--- config.mk ---
export PLATFORM = sky130hd
export DESIGN_NAME = busc_register_bank_flat
export DESIGN_NICKNAME = d
export VERILOG_FILES = /design/src/rtl/busc_register_bank_if.sv /design/src/rtl/busc_register_bank.sv /design/src/flat_wrapper.sv
export SDC_FILE = /design/constraint.sdc
export NUM_CORES = 1
export LEC_CHECK = 0
export BUFFER_PORTS_ARGS = -buffer_cell sky130_fd_sc_hd__buf_4
export CAP_MARGIN = 20
export CORE_MARGIN = 2
export CORE_UTILIZATION = 49
export CTS_CLUSTER_DIAMETER = 80
export DETAILED_ROUTE_END_ITERATION = 6
export PLACE_DENSITY_LB_ADDON = 0.05
export SYNTH_ARGS = -nofsm -noshare
export SYNTH_HDL_FRONTEND = slang
export SYNTH_SLANG_ARGS = --single-unit
--- constraint.sdc ---
create_clock -name clk -period 1.5 [get_ports clk]
set_clock_uncertainty 0.15 [all_clocks]
set_input_delay 0.15 -clock clk [delete_from_list [all_inputs] [get_ports clk]]
set_output_delay 0.15 -clock clk [all_outputs]
set_load 0.005 [all_outputs]
--- src/rtl/busc_register_bank_if.sv ---
// Bus-side signal bundle for the BUSC register bank: write controls in,
// register contents and status flags out.
interface busc_register_bank_if #(
  parameter int DATA_W = 16
);
  logic              en;
  logic [DATA_W-1:0] busc;
  logic [6:0]        wrc;
  logic [3:0]        inc;
  logic              clr_ac;
  logic [DATA_W-1:0] pc;
  logic [DATA_W-1:0] r1;
  logic [DATA_W-1:0] r2;
  logic [DATA_W-1:0] tr;
  logic [DATA_W-1:0] r;
  logic [DATA_W-1:0] ac;
  logic [DATA_W-1:0] ar;
  logic              ac_z;
  logic              wr_err;

  modport master (
    output en, busc, wrc, inc, clr_ac,
    input  pc, r1, r2, tr, r, ac, ar, ac_z, wr_err
  );

  modport slave (
    input  en, busc, wrc, inc, clr_ac,
    output pc, r1, r2, tr, r, ac, ar, ac_z, wr_err
  );
endinterface

--- src/rtl/busc_register_bank.sv ---
// Write side of the datapath register set: loads BUSC into any mix of
// PC/R1/R2/TR/R/AC/AR, with per-register increment and AC clear.
module busc_register_bank #(
  parameter int              DATA_W   = 16,
  parameter logic [DATA_W-1:0] PC_RESET = '0
) (
  input logic                 clk,
  input logic                 rst_n,
  busc_register_bank_if.slave bus
);
  localparam logic [DATA_W-1:0] ONE = DATA_W'(1);

  logic [DATA_W-1:0] pc_q, r1_q, r2_q, tr_q, r_q, ac_q, ar_q;
  logic [DATA_W-1:0] pc_d, r1_d, r2_d, tr_d, r_d, ac_d, ar_d;
  logic              ac_z_q, ac_z_d;
  logic              wr_err_q, wr_err_d;
  logic              conflict;

  // Load beats clear beats increment; a load colliding with inc/clr is flagged.
  always_comb begin
    pc_d     = pc_q;
    r1_d     = r1_q;
    r2_d     = r2_q;
    tr_d     = tr_q;
    r_d      = r_q;
    ac_d     = ac_q;
    ar_d     = ar_q;
    ac_z_d   = ac_z_q;
    wr_err_d = wr_err_q;
    conflict = (bus.wrc[0] & bus.inc[0]) | (bus.wrc[1] & bus.inc[1]) |
               (bus.wrc[2] & bus.inc[2]) | (bus.wrc[4] & bus.inc[3]) |
               (bus.wrc[5] & bus.clr_ac);
    if (bus.en) begin
      if (bus.wrc[0])      pc_d = bus.busc;
      else if (bus.inc[0]) pc_d = pc_q + ONE;

      if (bus.wrc[1])      r1_d = bus.busc;
      else if (bus.inc[1]) r1_d = r1_q + ONE;

      if (bus.wrc[2])      r2_d = bus.busc;
      else if (bus.inc[2]) r2_d = r2_q + ONE;

      if (bus.wrc[3])      tr_d = bus.busc;

      if (bus.wrc[4])      r_d = bus.busc;
      else if (bus.inc[3]) r_d = r_q + ONE;

      if (bus.wrc[5])      ac_d = bus.busc;
      else if (bus.clr_ac) ac_d = '0;

      if (bus.wrc[6])      ar_d = bus.busc;

      ac_z_d   = (ac_d == '0);
      wr_err_d = wr_err_q | conflict;
    end
  end

  always_ff @(posedge clk or negedge rst_n) begin
    if (!rst_n) begin
      pc_q     <= PC_RESET;
      r1_q     <= '0;
      r2_q     <= '0;
      tr_q     <= '0;
      r_q      <= '0;
      ac_q     <= '0;
      ar_q     <= '0;
      ac_z_q   <= 1'b1;
      wr_err_q <= 1'b0;
    end else begin
      pc_q     <= pc_d;
      r1_q     <= r1_d;
      r2_q     <= r2_d;
      tr_q     <= tr_d;
      r_q      <= r_d;
      ac_q     <= ac_d;
      ar_q     <= ar_d;
      ac_z_q   <= ac_z_d;
      wr_err_q <= wr_err_d;
    end
  end

  assign bus.pc     = pc_q;
  assign bus.r1     = r1_q;
  assign bus.r2     = r2_q;
  assign bus.tr     = tr_q;
  assign bus.r      = r_q;
  assign bus.ac     = ac_q;
  assign bus.ar     = ar_q;
  assign bus.ac_z   = ac_z_q;
  assign bus.wr_err = wr_err_q;
endmodule
--- src/flat_wrapper.sv ---
// flat-port wrapper written by rule: the top's interface ports become plain ports
module busc_register_bank_flat 
#(
  parameter int              DATA_W   = 16,
  parameter logic [DATA_W-1:0] PC_RESET = '0
)
  (clk, rst_n, bus_en, bus_busc, bus_wrc, bus_inc, bus_clr_ac, bus_pc, bus_r1, bus_r2, bus_tr, bus_r, bus_ac, bus_ar, bus_ac_z, bus_wr_err);
  busc_register_bank_if #(.DATA_W(DATA_W)) bus_i ();
  input logic clk;
  input logic rst_n;
  input wire logic [$bits(bus_i.en)-1:0] bus_en;
  input wire logic [$bits(bus_i.busc)-1:0] bus_busc;
  input wire logic [$bits(bus_i.wrc)-1:0] bus_wrc;
  input wire logic [$bits(bus_i.inc)-1:0] bus_inc;
  input wire logic [$bits(bus_i.clr_ac)-1:0] bus_clr_ac;
  output wire logic [$bits(bus_i.pc)-1:0] bus_pc;
  output wire logic [$bits(bus_i.r1)-1:0] bus_r1;
  output wire logic [$bits(bus_i.r2)-1:0] bus_r2;
  output wire logic [$bits(bus_i.tr)-1:0] bus_tr;
  output wire logic [$bits(bus_i.r)-1:0] bus_r;
  output wire logic [$bits(bus_i.ac)-1:0] bus_ac;
  output wire logic [$bits(bus_i.ar)-1:0] bus_ar;
  output wire logic [$bits(bus_i.ac_z)-1:0] bus_ac_z;
  output wire logic [$bits(bus_i.wr_err)-1:0] bus_wr_err;
  assign bus_i.en = bus_en;
  assign bus_i.busc = bus_busc;
  assign bus_i.wrc = bus_wrc;
  assign bus_i.inc = bus_inc;
  assign bus_i.clr_ac = bus_clr_ac;
  assign bus_pc = bus_i.pc;
  assign bus_r1 = bus_i.r1;
  assign bus_r2 = bus_i.r2;
  assign bus_tr = bus_i.tr;
  assign bus_r = bus_i.r;
  assign bus_ac = bus_i.ac;
  assign bus_ar = bus_i.ar;
  assign bus_ac_z = bus_i.ac_z;
  assign bus_wr_err = bus_i.wr_err;
  busc_register_bank #(.DATA_W(DATA_W), .PC_RESET(PC_RESET)) u_core (.clk(clk), .rst_n(rst_n), .bus(bus_i));
endmodule
==> run summary <==
RSZ-0062 raised after global routing - yes
count of cell types in the netlist - 65
wire per inst - 21.3 um
Final nets - 940
Final Hold Vio Count - 0
Worst setup EP type - flip-flop
cell count after synthesis - 635
DR iter-0 viols - 793
Net Sw Frac - 0.316
outcome - finished with violations
area of the multi-input gates - 0.00350 mm2
synthesized area - 0.00611 mm2
number of global-route vias before repair - 6258
Worst Hold Class - in -> async
CP startpoint kind - flip-flop
synthesized flop and latch total - 114
Vias/cell - 6.15
Mean Syn Cell Area - 9.63 um2
violated checks - design-rule violations, negative setup slack
Slew HR - 0.619
share of the synthesized area in the top cell type - 0.462
peak supply drop - 0.882 mV
Max Freq - 0.576 GHz
DRT Pass-1 Iters - 7
met1 Resource Use GR - 0.437
P_sw - 3.58 mW
synth cell count leaders - dfrtp_1 (113), o21ai_0 (57), nand2_1 (44), nor2_1 (44), a21oi_1 (36)
first-pass GRT wire length - 33700 um
Sinks on Clock Net - 114
MaxCap Viol Count - 0
Core Footprint - 0.0121 mm2
FF-to-FF path depth - 6
Synth area leaders - dfrtp_1 (46%), o21ai_0 (4.7%), mux2_2 (4.6%)
grt ovf - 0
fin crit share - 1.16
Most Crowded Layer GR - met2
gr usage total - 0.330
r2r endpoint - u_core.bus.pc[11]$_DFFE_PN0P_
vias - 6675
Cell Pwr Density - 1170 mW/mm2
Synth Net Count - 670
DR DRC count - 2
LEAKAGE - 4.27 nW
placer congestion estimate - 0.939
Std-Cell Rows - 40
CTS H-tree depth - 4
port bufs - 144
FF+latch area - 0.00287 mm2
Fillers - 760
Antenna Cells - 0
Synth Flop Type - dfrtp_1
Non-Filler Instances - 1086
Int Power - 7.76 mW
register share of total power - 0.358
crit path time final - 1.74 ns
post-layout util - 0.798
Synth-to-Final Area Change - 58.1%
Combinational Power Share - 0.295
Power Total - 11.3 mW
Clock power frac - 0.347
Top Ports - 145
placed cells - 1009
clock buffer count from CTS - 17
Die X-Extent - 116 um
largest net degree at the start of global routing - 39
clk slew on worst S/H paths - 0.06 ns
worst-path maximum fanout - 5
required time of the critical path - 1.64 ns
Final ANT Viol Nets - 0
WP data arrival - 1.88 ns
Post-synth EDFFs - 0
CTS root buf - clkbuf_16
Final Max Tran Viols - 0
post-DP HPWL - 14500 um
Die Area - 0.0134 mm2
Die Y - 116 um
Least-Margin Pin Slew - 0.572 ns
clock latency at the later pin of the worst-skew pair - 0.42 ns
FFs w/ async S/R, synth - 1.00
met3 Resource Use GR - 0.0884
Routed WL - 23100 um
initial core utilization - 0.505
M2 GR Usage - 0.520
worst hold margin - 0.0128 ns
min setup slack post-route - -0.237 ns
flop2flop setup slack - -0.24 ns
setup TNS - -1.78 ns
critical path type - reg -> reg
Synth area leader - dfrtp_1
initial antenna violation count - 0
Yosys warning count - 0
layout cells sized above 1 - 0.468
# setup viols final - 30
post-synthesis sequential area ratio - 0.467
count leader, synth - dfrtp_1
CTS tree - done
worst reg2reg startpoint - u_core.bus.pc[1]$_DFFE_PN0P_
CTS max path bufs - 2
## layer usage
metal / vias to the layer above / wire length (um)
li1: 2952 / -
met1: 3242 / 9270
met2: 415 / 10800
met3: 66 / 2270
met4: 0 / 846
met5: - / 0
## how the worst max path moves through the flow
stage	slack [ns]	endpoint	startpoint
after floorplan	-0.06	u_core.bus.r2[10]$_DFFE_PN0P_	u_core.bus.r2[0]$_DFFE_PN0P_
after global placement	-0.04	u_core.bus.r2[10]$_DFFE_PN0P_	u_core.bus.r2[0]$_DFFE_PN0P_
after detailed placement	-0.11	u_core.bus.r[10]$_DFFE_PN0P_	u_core.bus.r[0]$_DFFE_PN0P_
after CTS	-0.04	u_core.bus.r2[10]$_DFFE_PN0P_	u_core.bus.r2[1]$_DFFE_PN0P_
after global routing	-0.31	u_core.bus.pc[11]$_DFFE_PN0P_	u_core.bus.pc[1]$_DFFE_PN0P_
final	-0.24	u_core.bus.pc[11]$_DFFE_PN0P_	u_core.bus.pc[1]$_DFFE_PN0P_
## logic make-up (layout without fill, tap and decap cells)
logic type	Yosys count	in the layout	share of synthesized area
buffers and inverters	63	346	0.0444
DFF	114	114	0.467
adders and majority gates	4	4	0.00819
AOI/OAI and AO/OA	201	201	0.219
muxes	36	36	0.0640
and+or+nand+nor	217	217	0.198
## power by group through the flow
stage / Combinational, mW / Clock, mW / Sequential [mW]
floorplan: 1.01 / 0 / 4.09
global placement: 2.78 / 0 / 4.00
detailed placement: 2.84 / 0 / 4.02
CTS: 3.03 / 3.94 / 3.99
global route: 3.60 / 4.10 / 4.11
finish: 3.34 / 3.94 / 4.06
## cells in the final DEF (no fill, tap or decap), types with 6 or more instances in the layout
cell type / netlist / layout
dfrtp_2: 0 / 15
mux2i_1: 11 / 11
nor4_4: 4 / 9
nand2_1: 44 / 42
mux2_2: 25 / 25
a31oi_1: 8 / 8
dfrtp_1: 113 / 98
nand4_1: 15 / 15
dlygate4sd3_1: 0 / 16
buf_12: 0 / 10
buf_6: 1 / 17
o22a_1: 7 / 7
buf_4: 1 / 252
nor2_1: 44 / 38
a21oi_1: 36 / 33
o21a_1: 8 / 8
nor3_1: 25 / 18
a22o_1: 20 / 20
o21ai_0: 57 / 55
inv_1: 18 / 18
clkbuf_16: 0 / 17
nand3_1: 33 / 26
o2bb2ai_1: 6 / 6
## metrics by stage
stage / cell area [um2] / worst slack (ns)
detailed placement: 8160 / -0.107
finish: 9660 / -0.237
floorplan: 6180 / -0.0573
global placement: 8160 / -0.0380
CTS: 9160 / -0.0442
global route: 9660 / -0.311
## timing repair
action / CTS / global route
resized for setup: 29 / 83
pin swaps: 17 / 37
buffers inserted: 13 / 16
endpoints found under the setup margin: 26 / 47
endpoints found under the hold margin: 135 / 0
hold buffers: 16 / 0
## critical path, stage by stage (launching register included)
cell,delay [ns]
dfrtp_1,0.43
buf_6,0.14
nand3_4,0.13
nor3_2,0.20
buf_4,0.16
a311oi_2,0.08
a211oi_1,0.31
## registers in the layout, summed over array words and instances, names as in the netlist
register	count
u_core.bus.pc	16
u_core.bus.r2	16
u_core.bus.wr_err	1
u_core.bus.ar	16
u_core.bus.r	16
u_core.bus.r1	16
u_core.bus.ac_z	1
u_core.bus.tr	16
u_core.bus.ac	16
## layout make-up
class	instances	share of cell area
Timing Repair Buffer	295	0.253
Clock inverter	14	0.0146
Clock buffer	18	0.0444
Inverter	19	0.00738
Sequential cell	114	0.297
Multi-Input combinational cell	458	0.362
Tap cell	168	0.0218
Note: power is estimated with default switching activity, not from simulation.
